### src/rtl/rvc_pkg.sv
// Shared RISC-V constants and types for the fetch-side RVC aligner and
// the 16-to-32 bit expander.
package rvc_pkg;

  typedef logic [15:0] halfword_t;

  typedef enum logic [1:0] {
    Q0 = 2'b00,
    Q1 = 2'b01,
    Q2 = 2'b10,
    Q3 = 2'b11
  } quadrant_e;

  localparam logic [6:0] OP_IMM = 7'b0010011;
  localparam logic [6:0] LUI    = 7'b0110111;
  localparam logic [6:0] LOAD   = 7'b0000011;
  localparam logic [6:0] STORE  = 7'b0100011;
  localparam logic [6:0] BRANCH = 7'b1100011;
  localparam logic [6:0] JAL    = 7'b1101111;
  localparam logic [6:0] JALR   = 7'b1100111;
  localparam logic [6:0] OP     = 7'b0110011;
  localparam logic [6:0] SYSTEM = 7'b1110011;

  localparam logic [2:0] F3_ADD = 3'b000;
  localparam logic [2:0] F3_SLL = 3'b001;
  localparam logic [2:0] F3_LW  = 3'b010;
  localparam logic [2:0] F3_XOR = 3'b100;
  localparam logic [2:0] F3_SR  = 3'b101;
  localparam logic [2:0] F3_OR  = 3'b110;
  localparam logic [2:0] F3_AND = 3'b111;
  localparam logic [2:0] F3_BEQ = 3'b000;
  localparam logic [2:0] F3_BNE = 3'b001;

  // Upper half of inst_data when a compressed encoding is rejected.
  localparam halfword_t ILLEGAL_PAD = 16'h0000;

endpackage

### src/rtl/rvc_decompress.sv
// Combinational RV32C to RV32I expander; flags reserved, F/D and
// RV64-only encodings as illegal.
module rvc_decompress
  import rvc_pkg::*;
(
  input  halfword_t   c,
  output logic [31:0] inst,
  output logic        illegal
);

  quadrant_e   q;
  logic [4:0]  rd, rs2, rdp, rs2p;
  logic [11:0] imm6s, lwoff, joff, lwspoff, swspoff;
  logic [9:0]  nzuimm, imm16;

  assign q       = quadrant_e'(c[1:0]);
  assign rd      = c[11:7];
  assign rs2     = c[6:2];
  assign rdp     = {2'b01, c[9:7]};
  assign rs2p    = {2'b01, c[4:2]};
  assign imm6s   = {{6{c[12]}}, c[12], c[6:2]};
  assign nzuimm  = {c[10:7], c[12:11], c[5], c[6], 2'b00};
  assign lwoff   = {5'b0, c[5], c[12:10], c[6], 2'b00};
  assign joff    = {c[12], c[8], c[10:9], c[6], c[7], c[2], c[11], c[5:3], 1'b0};
  assign imm16   = {c[12], c[4:3], c[5], c[2], c[6], 4'b0000};
  assign lwspoff = {4'b0, c[3:2], c[12], c[6:4], 2'b00};
  assign swspoff = {4'b0, c[8:7], c[12:9], 2'b00};

  always_comb begin
    inst    = 32'h0;
    illegal = 1'b0;
    case (q)
      Q0: begin
        case (c[15:13])
          3'b000: begin
            inst    = {2'b00, nzuimm, 5'd2, F3_ADD, rs2p, OP_IMM};
            illegal = (nzuimm == 10'd0);
          end
          3'b010: inst = {lwoff, rdp, F3_LW, rs2p, LOAD};
          3'b110: inst = {lwoff[11:5], rs2p, rdp, F3_LW, lwoff[4:0], STORE};
          default: illegal = 1'b1;
        endcase
      end
      Q1: begin
        case (c[15:13])
          3'b000: inst = {imm6s, rd, F3_ADD, rd, OP_IMM};
          3'b001, 3'b101:
            inst = {joff[11], joff[10:1], joff[11], {8{joff[11]}},
                    (c[15] ? 5'd0 : 5'd1), JAL};
          3'b010: inst = {imm6s, 5'd0, F3_ADD, rd, OP_IMM};
          3'b011: begin
            if (rd == 5'd2) begin
              inst    = {{2{c[12]}}, imm16, 5'd2, F3_ADD, 5'd2, OP_IMM};
              illegal = (imm16 == 10'd0);
            end else begin
              inst    = {{14{c[12]}}, c[12], c[6:2], rd, LUI};
              illegal = ({c[12], c[6:2]} == 6'd0);
            end
          end
          3'b100: begin
            case (c[11:10])
              2'b00: begin
                inst    = {7'b0000000, c[6:2], rdp, F3_SR, rdp, OP_IMM};
                illegal = c[12];
              end
              2'b01: begin
                inst    = {7'b0100000, c[6:2], rdp, F3_SR, rdp, OP_IMM};
                illegal = c[12];
              end
              2'b10: inst = {imm6s, rdp, F3_AND, rdp, OP_IMM};
              default: begin
                // c[12]=1 selects subw/addw, which only exist on RV64.
                illegal = c[12];
                case (c[6:5])
                  2'b00:   inst = {7'b0100000, rs2p, rdp, F3_ADD, rdp, OP};
                  2'b01:   inst = {7'b0000000, rs2p, rdp, F3_XOR, rdp, OP};
                  2'b10:   inst = {7'b0000000, rs2p, rdp, F3_OR,  rdp, OP};
                  default: inst = {7'b0000000, rs2p, rdp, F3_AND, rdp, OP};
                endcase
              end
            endcase
          end
          default:
            inst = {c[12], {3{c[12]}}, c[6:5], c[2], 5'd0, rdp,
                    (c[13] ? F3_BNE : F3_BEQ), c[11:10], c[4:3], c[12], BRANCH};
        endcase
      end
      Q2: begin
        case (c[15:13])
          3'b000: begin
            inst    = {7'b0000000, c[6:2], rd, F3_SLL, rd, OP_IMM};
            illegal = c[12];
          end
          3'b010: begin
            inst    = {lwspoff, 5'd2, F3_LW, rd, LOAD};
            illegal = (rd == 5'd0);
          end
          3'b100: begin
            if (!c[12]) begin
              if (rs2 == 5'd0) begin
                inst    = {12'd0, rd, F3_ADD, 5'd0, JALR};
                illegal = (rd == 5'd0);
              end else begin
                inst = {7'b0, rs2, 5'd0, F3_ADD, rd, OP};
              end
            end else if (rs2 == 5'd0) begin
              inst = (rd == 5'd0) ? {12'd1, 5'd0, 3'b000, 5'd0, SYSTEM}
                                  : {12'd0, rd, F3_ADD, 5'd1, JALR};
            end else begin
              inst = {7'b0, rs2, rd, F3_ADD, rd, OP};
            end
          end
          3'b110: inst = {swspoff[11:5], rs2, 5'd2, F3_LW, swspoff[4:0], STORE};
          default: illegal = 1'b1;
        endcase
      end
      default: illegal = 1'b1;
    endcase
  end

endmodule

### src/rtl/rvc_align_expand.sv
// Halfword fetch buffer that realigns boundary-spanning 32-bit instructions
// and issues one expanded instruction per cycle to decode.
module rvc_align_expand
  import rvc_pkg::*;
#(
  parameter int FETCH_W   = 32,
  parameter int BUF_WORDS = 2,
  parameter int PC_W      = 32,
  parameter bit ENABLE_C  = 1'b1
) (
  input  logic               clk,
  input  logic               rst,
  input  logic               flush,
  input  logic               fetch_valid,
  output logic               fetch_ready,
  input  logic [FETCH_W-1:0] fetch_data,
  input  logic [PC_W-1:0]    fetch_pc,
  output logic               inst_valid,
  input  logic               inst_ready,
  output logic [31:0]        inst_data,
  output logic [PC_W-1:0]    inst_pc,
  output logic               inst_is_c,
  output logic               inst_illegal
);

  localparam int HW    = FETCH_W / 16;
  localparam int CAP   = BUF_WORDS * HW;
  localparam int PTR_W = $clog2(CAP);
  localparam int CNT_W = $clog2(CAP + 1);
  localparam int OFF_W = $clog2(FETCH_W / 8);

  typedef logic [PTR_W-1:0] ptr_t;
  typedef logic [CNT_W-1:0] cnt_t;

  function automatic ptr_t wrap(input logic [31:0] p);
    return ptr_t'(p % CAP);
  endfunction

  halfword_t        hbuf [CAP];
  ptr_t             head, tail;
  cnt_t             count, npush, pushed, popped;
  logic [PC_W-1:0]  head_pc, pc_step;
  logic [OFF_W-2:0] k;
  halfword_t        hw0, hw1;
  logic             is32, accept, issue;
  logic [31:0]      exp_inst;
  logic             exp_illegal, c_illegal;
  logic             unused_pc_bit;

  assign unused_pc_bit = fetch_pc[0];
  assign k        = fetch_pc[OFF_W-1:1];
  assign npush    = cnt_t'(HW) - cnt_t'(k);
  assign hw0      = hbuf[head];
  assign hw1      = hbuf[wrap(32'(head) + 32'd1)];
  assign is32     = (hw0[1:0] == 2'b11);

  assign fetch_ready = (cnt_t'(CAP) - count) >= cnt_t'(HW);
  assign inst_valid  = !rst && !flush &&
                       ((count != '0 && !is32) || (count >= cnt_t'(2) && is32));
  assign accept  = fetch_valid && fetch_ready;
  assign issue   = inst_valid && inst_ready;
  assign pushed  = accept ? npush : '0;
  assign popped  = issue ? (is32 ? cnt_t'(2) : cnt_t'(1)) : '0;
  assign pc_step = is32 ? PC_W'(4) : PC_W'(2);

  rvc_decompress u_dec (
    .c       (hw0),
    .inst    (exp_inst),
    .illegal (exp_illegal)
  );

  assign c_illegal = exp_illegal || !ENABLE_C;

  always_comb begin
    inst_data    = 32'h0;
    inst_is_c    = 1'b0;
    inst_illegal = 1'b0;
    if (inst_valid) begin
      if (is32) begin
        inst_data = {hw1, hw0};
      end else begin
        inst_is_c = 1'b1;
        if (c_illegal) begin
          inst_illegal = 1'b1;
          inst_data    = {ILLEGAL_PAD, hw0};
        end else begin
          inst_data = exp_inst;
        end
      end
    end
  end

  assign inst_pc = head_pc;

  // Storage is unreset; only halfwords at or above the fetch offset land.
  always_ff @(posedge clk) begin
    if (accept && !rst && !flush) begin
      for (int i = 0; i < HW; i++) begin
        if (i >= int'(k))
          hbuf[wrap(32'(tail) + 32'(i) - 32'(k))] <= fetch_data[16*i +: 16];
      end
    end
  end

  // Pointer, occupancy and PC bookkeeping; flush and reset override traffic.
  always_ff @(posedge clk) begin
    if (rst || flush) begin
      count <= '0;
      head  <= '0;
      tail  <= '0;
      if (rst) head_pc <= '0;
    end else begin
      if (accept) tail <= wrap(32'(tail) + 32'(npush));
      if (issue)  head <= wrap(32'(head) + 32'(popped));
      count <= count + pushed - popped;
      if (accept && count == '0)
        head_pc <= {fetch_pc[PC_W-1:1], 1'b0};
      else if (issue)
        head_pc <= head_pc + pc_step;
    end
  end

endmodule

### config.mk
export PLATFORM = sky130hd
export DESIGN_NAME = rvc_align_expand
export DESIGN_NICKNAME = d
export VERILOG_FILES = /design/src/rtl/rvc_pkg.sv /design/src/rtl/rvc_decompress.sv /design/src/rtl/rvc_align_expand.sv
export SDC_FILE = /design/constraint.sdc
export NUM_CORES = 1
export LEC_CHECK = 0
export ABC_AREA = 1
export CORE_MARGIN = 5
export CORE_UTILIZATION = 45
export DETAILED_ROUTE_END_ITERATION = 8
export MAX_ROUTING_LAYER = met4
export PLACE_DENSITY = 0.69
export SLEW_MARGIN = 20
export SYNTH_ARGS = -nofsm -noshare
export SYNTH_HDL_FRONTEND = slang
export SYNTH_SLANG_ARGS = --single-unit
### constraint.sdc
create_clock -name clk -period 4.55 [get_ports clk]
set_input_delay 0.91 -clock clk [delete_from_list [all_inputs] [get_ports clk]]
set_output_delay 0.91 -clock clk [all_outputs]
set_load 0.01 [all_outputs]
# ---- Yosys cells after proc, flatten, opt, wreduce, memory -nomap -nowiden
# Memories as Yosys holds them, arrays and structs flattened. A register that Yosys moved wholly into a read port is not among the register bits.
# Cells that the tools add are included.
dict set report totals {
  ff_bits 39
  n_memories 1
  wordCells 107
  ram_bits 64
  out_inout_bits 68
  input_bits 69
}
# memory depth word_bits read_ports rd_clocked_by_memory_dff write_ports line
set memory_table {}
lappend memory_table {hbuf 4 16 2 1 2 rvc_align_expand.sv:39} ;# halfword_t hbuf [CAP];
dict set report classes {
  order_cmp 3
  reduce_logical 29
  add_sub_neg 11
  n_eq_ne 15
  muxes 44
}
# op n
set ops {}
lappend ops {{$mux 32} 9}
lappend ops {{$pmux 32 s3} 2}
lappend ops {{$pmux 32 s5} 1}
lappend ops {{$pmux 32 s4} 1}
lappend ops {{$pmux 31 s3} 1}
lappend ops {{$pmux 30 s3} 1}
lappend ops {{$add 32x3->32} 1}
lappend ops {{$mux 29} 1}
lappend ops {{$mux 25} 1}
lappend ops {{$mux 21} 1}
lappend ops {{$logic_not 10->1} 2}
lappend ops {{$mux 1} 16}
lappend ops {{$logic_not 5->1} 2}
lappend ops {{$eq 3x3->1 const B} 3}
lappend ops {{$logic_and 1x1->1} 9}
lappend ops {{$eq 2x2->1 const B} 4}
lappend ops {{$mux 2} 4}
lappend ops {{$eq 2x1->1 const B} 3}
lappend ops {{$eq 3x2->1 const B} 2}
lappend ops {{$ge 3x2->1 const B} 2}
lappend ops {{$logic_not 2->1} 3}
lappend ops {{$logic_not 3->1} 2}
lappend ops {{$logic_not 6->1} 1}
lappend ops {{$mux 3} 2}
lappend ops {{other kinds (19)} 28}

# ---- Depth between registers and ports, before layout
dict set report depth {
  depth_word 10
  ltp_mapped 25
  depth_no_buf 22
}

# ---- Modules after synthesis
# A second synthesis with hierarchy kept.
dict set report hier_totals {
  cells_unflattened 1187
  area_unflattened_um2 8293.0
}
# mod n_inst cells_each seq_area_each_um2 area_each_um2
set by_module_without_submodules {}
lappend by_module_without_submodules {rvc_align_expand 1 895 3032.9 6875.3}
lappend by_module_without_submodules {rvc_decompress 1 292 0.0 1417.6}

# ---- Worst setup path after synthesis
# Ideal clock, no wire load.
dict set report synth_path {
  kind {flip-flop to flip-flop}
  start {reg with a tool-made name}
  end {reg head_pc[31], in the netlist inst_pc[31], data pin}
  setup_time_ns 0.253
  arrival_time_ns 3.576
  synth_period_minus_slack_ns 3.829
  t_required_ns 4.297
  path_stages_with_launch 23
  n_path_buf 3
  slack_ns 0.721
  cell_sequence {dfxtp_1 > buf_6 > buf_4 > o21ai_1 > nand2_1 > nand2_1 > nor2_1 > inv_1 > clkbuf_1 > ha_1 > inv_1 > fa_1 > nand3b_1 > nor2_1 > nand3_1 > nor2_1 > nand2_1 > nor3_1 > nand3_1 > nor2_1 > nor2_1 > o21bai_1 > inv_1}
}
# element line
set synth_lines {}
lappend synth_lines {{end signal: assignment} rvc_align_expand.sv:117} ;# head_pc <= {fetch_pc[PC_W-1:1], 1'b0};
lappend synth_lines {{end signal: assignment} rvc_align_expand.sv:119} ;# head_pc <= head_pc + pc_step;
lappend synth_lines {{end: declaration} rvc_align_expand.sv:42} ;# logic [PC_W-1:0] head_pc, pc_step;

==> impl_metrics.yaml <==
outcome:
  outcome: "finished clean"
timing:
  drv_slew: 0
  setup_tns_ns: 0
  rsz0062_at_grt: "no"
  hold_viol_final: 0
  setup_slack_ns: 0.2128
  max_slew.worst_pin.slew_ns: 1.046
  setup_viol: 0
  period_share_pct: 95.32
  skew_ns: 0.01388
  post-route-min-period_ns: 4.337
  clock.fmax_mhz: 230.6
  slew_headroom_pct: 30.11
job:
  cap_violations: 0
hold_path:
  hold_depth: 1
  min_from: "count[2]"
  hold_path_end: "count[2]"
  hold_path_class: "flip-flop to flip-flop"
synthesis:
  syn_avg_cell_area_um2: 6.993
  synth-async-reset-ratio_pct: 0
  netlist.area_leader.share_pct: 33.80
  syn_nets: 1290
  synth-seq-area-share_pct: 35.93
  synth_largest_area_cell: "edfxtp_1"
  synth_edf_count: 95
  synth_flop_cell: "edfxtp_1"
  yosysMostFrequentCell: "nand2_1"
  ys_ff_latch: 104
  syn_area_um2: 8441
  synthCells: 1207
  synth_commonest_cells: "nand2_1 (343), o21ai_0 (134), inv_1 (127)"
  synth.distinct_cells: 47
  ys.warnings.count: 0
  synthTopCellsByArea: "edfxtp_1 (34%), nand2_1 (15%), o21ai_0 (7.9%)"
detailed_routing:
  wl_mm: 29.07
  vias: 8788
  wl_per_cell_um: 18.41
  drc: 0
  dr.pass1.iters: 8
  first_iter_violations: 890
  avgViaCountPerCell: 5.566
  ant_nets: 0
layout:
  nets: 1423
  diodes: 0
  area_growth_pct: 23.64
  drive_gt1_share_pct: 8.922
clock_tree:
  cts_buffers: 9
  clock_latency_ns: 0.36
  h-tree-depth: 3
  clkSlewWorstSetupHoldPaths_ns: 0.08
  cts.sinks: 104
  cts_root_buf: "clkbuf_16"
  cts_buffer_depth: 2
  cts.hold.buffers_added: 0
  cts_tree: "yes"
grt:
  track_usage_pct: 27.34
  grt_pass1_wl_mm: 45.86
  grt_max_degree: 46
  antenna_found_initial: 0
  grt_pass1_vias: 8207
  grt_remaining_overflow: 0
worst_setup_path:
  r2r-end: "inst_pc[31]"
  critPathArrivalTime_ns: 3.43
  r2r_slack_ns: 0.44
  crit_type: "flip-flop to primary output"
  crit_path_max_fanout: 32
  worst-r2r-cell-count: 22
  crit_path_end_kind: "primary output"
  cp-start-kind: "flip-flop"
  cp.required_ns: 3.64
pwr:
  power.sequential.fraction_pct: 44.4
  switchingPower_w: 0.0008513
  p_sw_share_pct: 32.06
  powerDensity_nw_per_um2: 254.4
  internal_power_w: 0.001804
  clkPwrFrac_pct: 28.8
  ir_drop_uv: 198.1
  combPwrFrac_pct: 26.8
  p_leak_nw: 4.401
floorplanning:
  start_util_pct: 45.43
  coreArea_um2: 18580
  fp.dieH_um: 147.0
  num_rows: 50
  dieWidth_um: 147.0
  design.die.area_um2: 21600
  top_level_ports: 137
place:
  place_congestion: 1.035
  numPortBuffers: 134
  dp_worst_setup_slack_ns: 0.2888
  dp_hpwl_mm: 22.24
## cells by family after synthesis
family                   Yosys count  synth area share, %
flip-flops                       104                35.93
adder cells (fa/ha/maj)           14                2.342
XOR/XNOR                          25                2.594
other                              1              0.04443
AO/OA/AOI/OAI                    276                18.86
AND/OR/NAND/NOR                  592                30.42
buffers and inverters            195                9.813
## routing by layer
layer	GRT usage [%]	vias to the layer above	part of all wire [%]
li1	-	4326	-
met1	37.71	4058	45
met2	42.43	358	46
met3	3.856	46	6.7
met4	7.596	0	2.4
met5	-	-	0
## state kept, by name (all words and copies together), names as in the netlist, named ones only
register and count:
head 2, tail 2, inst_pc 31, hbuf 64, count 3
## layout by cell type (no fill, tap or decap), types with 5 or more instances in the layout
cell	n
a211o_1	7
a21oi_1	42
o22ai_1	24
nor2_1	85
edfxtp_1	95
nand3_1	84
clkbuf_16	9
or2_2	8
nor3_1	12
dfxtp_1	8
nand3b_1	5
nand2_2	15
xnor2_1	11
o21ai_1	12
buf_4	40
inv_2	11
nor2_2	11
a31oi_1	6
nand4_1	12
clkdlybuf4s50_1	134
o211ai_1	14
xor2_1	14
ha_1	11
o21ai_0	134
inv_1	126
o21bai_1	18
nand2_1	342
## layout make-up
cell class	instances	area (um2)
flip-flops and latches	104	3034
fillers	1767	8144
clock buffers	11	242.7
inverters	141	531.8
well taps	234	292.8
clock inverters	5	40.04
repair buffers	176	1682
multi-input cells	908	4613
## worst max path at each step
stage / endpoint / cells after the start / slack [ns] / from
6_report: inst_data[29] / 12 / 0.21 / flip-flop
5_1_grt: inst_data[10] / 18 / 0.02 / flip-flop
4_1_cts: inst_data[3] / 14 / 0.02 / flip-flop
3_5_place_dp: inst_data[5] / 15 / 0.29 / flip-flop
3_3_place_gp: inst_data[5] / 15 / 0.34 / flip-flop
2_1_floorplan: inst_pc[31] / 22 / 0.72 / flip-flop
## through the flow
stage | hold WS, ns | power, W | instances | util (%) | cell area (um2)
floorplan | 0.4226 | 0.001581 | 1207 | - | 8441
global placement | 0.4377 | 0.001898 | 1562 | 54.48 | 10120
CTS | 0.4680 | 0.002659 | 1579 | 56.11 | 10430
global route | 0.5013 | 0.002777 | 1579 | 56.17 | 10440
finish | 0.4639 | 0.002655 | 1579 | 56.17 | 10440
detailed placement | 0.4566 | 0.001902 | 1562 | 54.48 | 10120
## power groups by stage
stage                     clock network [W]  logic [W]  registers, W
after floorplan                           0   0.000378       0.00120
after global routing               0.000804   0.000784       0.00119
after global placement                    0   0.000699       0.00120
final                              0.000764   0.000711       0.00118
after detailed placement                  0   0.000701       0.00120
after CTS                          0.000770   0.000709       0.00118
## worst max-delay path: stages, from the launching register on
cell and delay, ns:
dfxtp_2 0.38, inv_4 0.26, nand2_1 0.12, nand3_1 0.14, nand2_4 0.13, nand3_2 0.20, inv_2 0.05, buf_4 0.18
a21oi_1 0.48, a31oi_1 0.15, o31ai_1 0.39, inv_1 0.08, clkdlybuf4s50_1 0.51
## repair_timing
item | in CTS | in global routing
buffers inserted | 1 | 0
pin swaps | 1 | 0
endpoints found under the setup margin | 10 | 29
gates resized for setup | 0 | 4
(Power assumes the default switching activity.)
